===== src/rtl/circuit_eval_pkg.sv =====
// circuit_eval_pkg: shared state encoding and vector constants for the circuit evaluator
package circuit_eval_pkg;

    typedef enum logic [1:0] {
        IDLE,
        SETTLE,
        SAMPLE,
        DONE
    } state_t;

    localparam int NUM_VECTORS = 4;
    localparam int VEC_W = 2;

endpackage


===== src/rtl/circuit_eval_sync_2ff.sv =====
// sync_2ff: two-flop synchroniser bringing the asynchronous evolved-circuit output into clk
module sync_2ff (
    input  logic clk,
    input  logic rst_n,
    input  logic d,
    output logic q
);

    logic meta;

    // shift the raw input through two flops, both cleared by reset
    always_ff @(posedge clk or negedge rst_n) begin
        if (!rst_n) begin
            meta <= 1'b0;
            q    <= 1'b0;
        end else begin
            meta <= d;
            q    <= meta;
        end
    end

endmodule


===== src/rtl/circuit_eval.sv =====
// circuit_eval: drives all four input vectors into an evolved 2-in/1-out circuit, samples its
// synchronised output, records truth table and instability, reports pass/fail.
// Optional toggle counter enabled by defining CIRCUIT_EVAL_TOGGLE_CNT_EN.
module circuit_eval
    import circuit_eval_pkg::*;
#(
    parameter int SETTLE_CYCLES = 16,
    parameter int SAMPLE_CYCLES = 64,
    parameter int CNT_W         = 8
) (
    input  logic                   clk,
    input  logic                   rst_n,
    input  logic                   start,
    input  logic [NUM_VECTORS-1:0] expected,
    output logic [VEC_W-1:0]       dut_in,
    input  logic                   dut_out,
    output logic                   busy,
    output logic                   done,
    output logic [NUM_VECTORS-1:0] result,
    output logic [NUM_VECTORS-1:0] unstable,
    output logic                   pass,
    output logic [CNT_W-1:0]       toggle_count
);

    localparam int MAX_CYC = (SETTLE_CYCLES > SAMPLE_CYCLES) ? SETTLE_CYCLES : SAMPLE_CYCLES;
    localparam int CW = $clog2(MAX_CYC) + 1;
    localparam logic [CW-1:0] SETTLE_LAST = CW'(SETTLE_CYCLES - 1);
    localparam logic [CW-1:0] SAMPLE_LAST = CW'(SAMPLE_CYCLES - 1);
    localparam logic [VEC_W-1:0] VEC_LAST = VEC_W'(NUM_VECTORS - 1);

    if (SETTLE_CYCLES < 3) begin : g_settle_chk
        $error("SETTLE_CYCLES must be >= 3 to cover synchroniser latency");
    end
    if (SAMPLE_CYCLES < 1) begin : g_sample_chk
        $error("SAMPLE_CYCLES must be >= 1");
    end

    state_t                 state;
    logic [CW-1:0]          cnt;
    logic [VEC_W-1:0]       vec;
    logic [NUM_VECTORS-1:0] exp_q;
    logic                   synced;
    logic                   prev;
    logic                   chg;
    logic [NUM_VECTORS-1:0] result_nxt;
    logic [NUM_VECTORS-1:0] unstable_nxt;

    sync_2ff u_sync (
        .clk  (clk),
        .rst_n(rst_n),
        .d    (dut_out),
        .q    (synced)
    );

    // edge detect inside the window (first sample is only the reference) and next-value views
    always_comb begin
        chg = (state == SAMPLE) && (cnt != '0) && (synced != prev);
        result_nxt = result;
        result_nxt[vec] = synced;
        unstable_nxt = unstable | (NUM_VECTORS'(chg) << vec);
    end

    // evaluation sequencer: settle then sample each vector, finish with a one-cycle done
    always_ff @(posedge clk or negedge rst_n) begin
        if (!rst_n) begin
            state    <= IDLE;
            cnt      <= '0;
            vec      <= '0;
            exp_q    <= '0;
            prev     <= 1'b0;
            dut_in   <= '0;
            busy     <= 1'b0;
            done     <= 1'b0;
            result   <= '0;
            unstable <= '0;
            pass     <= 1'b0;
        end else begin
            prev <= synced;
            case (state)
                IDLE: begin
                    if (start) begin
                        state    <= SETTLE;
                        cnt      <= '0;
                        vec      <= '0;
                        exp_q    <= expected;
                        dut_in   <= '0;
                        busy     <= 1'b1;
                        result   <= '0;
                        unstable <= '0;
                        pass     <= 1'b0;
                    end
                end
                SETTLE: begin
                    cnt   <= (cnt == SETTLE_LAST) ? '0 : cnt + 1'b1;
                    state <= (cnt == SETTLE_LAST) ? SAMPLE : SETTLE;
                end
                SAMPLE: begin
                    unstable <= unstable_nxt;
                    cnt      <= cnt + 1'b1;
                    if (cnt == SAMPLE_LAST) begin
                        cnt    <= '0;
                        result <= result_nxt;
                        if (vec == VEC_LAST) begin
                            state  <= DONE;
                            done   <= 1'b1;
                            dut_in <= '0;
                            pass   <= (result_nxt == exp_q) && (unstable_nxt == '0);
                        end else begin
                            state  <= SETTLE;
                            vec    <= vec + 1'b1;
                            dut_in <= vec + 1'b1;
                        end
                    end
                end
                DONE: begin
                    state <= IDLE;
                    done  <= 1'b0;
                    busy  <= 1'b0;
                end
            endcase
        end
    end

`ifdef CIRCUIT_EVAL_TOGGLE_CNT_EN
    // saturating count of synced output edges seen inside sample windows
    always_ff @(posedge clk or negedge rst_n) begin
        if (!rst_n)
            toggle_count <= '0;
        else if (state == IDLE && start)
            toggle_count <= '0;
        else if (chg && toggle_count != '1)
            toggle_count <= toggle_count + 1'b1;
    end
`else
    assign toggle_count = '0;
`endif

endmodule


===== config.mk =====
export PLATFORM = sky130hd
export DESIGN_NAME = circuit_eval
export DESIGN_NICKNAME = d
export VERILOG_FILES = /design/src/rtl/circuit_eval_pkg.sv /design/src/rtl/circuit_eval_sync_2ff.sv /design/src/rtl/circuit_eval.sv
export SDC_FILE = /design/constraint.sdc
export NUM_CORES = 1
export LEC_CHECK = 0
export ABC_CLOCK_PERIOD_IN_PS = 2550
export BUFFER_PORTS_ARGS = -buffer_cell sky130_fd_sc_hd__buf_2
export CELL_PAD_IN_SITES_DETAIL_PLACEMENT = 0
export CELL_PAD_IN_SITES_GLOBAL_PLACEMENT = 1
export CORE_MARGIN = 4
export CORE_UTILIZATION = 43
export CTS_CLUSTER_DIAMETER = 200
export DETAILED_ROUTE_END_ITERATION = 12
export GPL_ROUTABILITY_DRIVEN = 0
export PLACE_DENSITY_LB_ADDON = 0.15
export SLEW_MARGIN = 20
export SYNTH_ARGS = -nofsm -noshare
export SYNTH_HDL_FRONTEND = slang
export SYNTH_SLANG_ARGS = --single-unit

===== constraint.sdc =====
create_clock -name clk -period 2.55 [get_ports clk]
set_clock_uncertainty 0.15 [all_clocks]
set_input_delay 0.51 -clock clk [delete_from_list [all_inputs] [get_ports clk]]
set_output_delay 0.51 -clock clk [all_outputs]
set_load 0.02 [all_outputs]

==> metrics.md <==
| Metric | Value |
|---|---|
| Reg clk slew, reported paths | ~0.07 ns |
| CTS Root Cell | clkbuf_8 |
| Vias in the first global route | 1,229 |
| Leak | 0.9714 nW |
| Post-synth top area share | 44.90% |
| Area leader, netlist | dfrtp_1 |
| Final min period | 2.188 ns |
| Synth area leaders | dfrtp_1, ha_1, mux2i_1, buf_4, a22o_1 |
| Post-route setup slack | about 0.36 ns |
| Type of origin of the critical path | register |
| Boundary Pins | 29 |
| Mapped Cells | ~170 |
| DRT Pass-1 Iters | 4 |
| Fin util | between 50% and 60% |
| CTS resizes | 0 |
| Area grow syn2layout | 11.51% |
| Top FF cell, synth | dfrtp_1 |
| Total core area | roughly 3800 sq um |
| CTS max path bufs | 2 |
| Initial antenna violation count | 0 |
| First-pass GRT wire length | just under 6000 um |
| DR iter-0 viols | 66 |
| Remaining global-route overflow | 0 |
| Max cap viols | 0 |
| Layout Nets | just over 200 |
| Dpl cells | 230 |
| # H-tree levels | 2 |
| CTS Sinks | 31 |
| Post-CTS Setup Inserts | 0 |
| PortBufs | 20 |
| CTS tree | yes |
| Status | completed |
| Die width | between 70 and 80 um |
| Worst-Skew Late Latency | about 0.27 ns |
| Detail Placement HPWL | ~2600 um |
| Count leader, synth | dfrtp_1 |
| Vias per cell | 5.218 |
| Starting Density | between 40% and 50% |
| Synth unique cells | 45 |
| Yosys reg bits | 31 |
| Critical path arrival | ~2.2 ns |
| Setup TNS Final | 0 ns |
| Via count | 1,242 |
| Most frequent cells after synthesis | dfrtp_1, nand2_1, ha_1 |
| Crit path max fanout | 9 |
| Yosys synthesis warning count | 0 |
| Pwr dens | approximately 470 nW/um^2 |
| CP Data Required Time | ~2.6 ns |
| Filler cells | around 350 |
| Fmax | 457.1 MHz |
| RSZ-0062 raised after global routing | false |
| CTS hold repair buffers | 0 |
| Slew margin rel. | between 50% and 60% |
| DP Worst Slack | 0.3631 ns |
| Final WL | 3413 um |
| Critical Path End Type | register |
| Layout cells sized above 1 | around 21% |
| Seq/Total Area, Yosys | approximately 45% |
| Final setup fails | 0 |
| Cell row count | 22 |
| Least-Margin Pin Slew | 0.6732 ns |
| Die height | 71.39 um |
| Peak VDD IR | approximately 0.39 mV |
| Final Power | 0.8970 mW |
| Total track usage | 14.55% |
| Syn avg cell area | around 10 sq um |
| Routed length per instance | around 14 um |
| EDFF count, synth | 0 |
| Diode count | 0 |
| Cell area after synthesis | 1728 sq um |
| Fin cells | 238 |
| Final Hold Viols | 0 |
| Async SR Flop Fraction | 100.0% |
| WS Path Type | register to register |
| Period Utilization, post-route | between 80 and 90% |
| Die ar. | about 5000 sq um |
| Final Max Tran Viols | 0 |
| DRC Markers | 0 |
| Largest net degree at the start of global routing | 32 |
| Hold Path Class | input pin to asynchronous set/reset pin |
| Final ANT Viol Nets | 0 |
| Num CTS Buffers | 5 |
==> worst max-delay path: stages (launching register included) <==
cell and delay (ns):
dfrtp_1 0.41, inv_1 0.13, ha_1 0.36, mux2i_1 0.64, nor2_1 0.16, a22o_1 0.24
==> sequential cells by signal, summed over array words and instances, names as in the netlist <==
register     flops
state            2
vec              2
prev             1
u_sync.meta      1
busy             1
result           4
pass             1
exp_q            4
cnt              7
u_sync.q         1
unstable         4
done             1
dut_in           2
==> final timing paths <==
kind	endpoint	slack (ns)	from	cells past startpoint
worst max-delay path	cnt[3]	0.36	state[0]	5
worst min-delay path	cnt[5]	0.13	rst_n	1
worst max register to register	cnt[3]	0.36	state[0]	5
worst min register to register	u_sync.q	0.20	u_sync.meta	0
max in group asynchronous	pass	1.67	rst_n	1
min in group clk	u_sync.meta	0.19	dut_out	1
==> layout make-up <==
class | instances | area (sq um) | share of cell area [%]
Clock buffer | 5 | 68.82 | 3.571
Clock inverter | 3 | 15.01 | 0.7792
Inverter | 9 | 33.78 | 1.753
Multi-Input combinational cell | 122 | 873.3 | 45.32
Sequential cell | 31 | 775.7 | 40.26
Tap cell | 48 | 60.06 | 3.117
Timing Repair Buffer | 20 | 100.1 | 5.195
==> logic make-up (layout without fill, tap and decap cells) <==
group                    count (synthesis)  in the layout  synth area share, %
AND/OR/NAND/NOR                         45             45                13.40
XOR/XNOR                                 6              6                3.041
adder cells (fa/ha/maj)                 10             10                7.241
buffers and inverters                   20             37                6.083
AO/OA/AOI/OAI                           41             41                17.89
multiplexers                            12             12                7.241
flip-flops                              31             31                44.89
other                                    1              8               0.2170
==> placed cells by master (no fill, tap or decap), drive strengths merged, types with 3 or more instances in the layout <==
cell	n
ha	10
inv	9
a21o	3
a22o	7
xor2	5
a21oi	3
nand2	12
mux2i	8
dfrtp	31
nor2	8
clkinv	3
o21ai	11
nand3	6
a32o	4
clkbuf	5
buf	20
mux2	4
nor3	6
conb	8
==> power breakdown <==
| part | total, mW | switching (mW) | leakage [nW] | internal [mW] |
|---|---|---|---|---|
| Sequential | 0.497 | 0.00251 | 0.391 | 0.494 |
| Clock | 0.366 | 0.180 | 0.0477 | 0.186 |
| Combinational | 0.0344 | 0.0265 | 0.533 | 0.00797 |
==> per-stage QoR <==
| step | instance area [sq um] | hold slack (ns) |
|---|---|---|
| CTS | 1927 | 0.1519 |
| global placement | 1843 | 0.1848 |
| finish | 1927 | 0.1283 |
| floorplan | 1754 | 0.06441 |
| global route | 1927 | 0.1743 |
| detailed placement | 1843 | 0.1847 |
==> metal layers <==
metal / global-route usage, % / up-vias / share of wire [%]
met5: 0 / - / 0
met1: 21.81 / 582 / 53
met4: 3.132 / 0 / 0.26
li1: - / 629 / -
met3: 4.067 / 2 / 5.1
met2: 20.82 / 29 / 42
No activity file was read; power rests on OpenSTA's default activity.
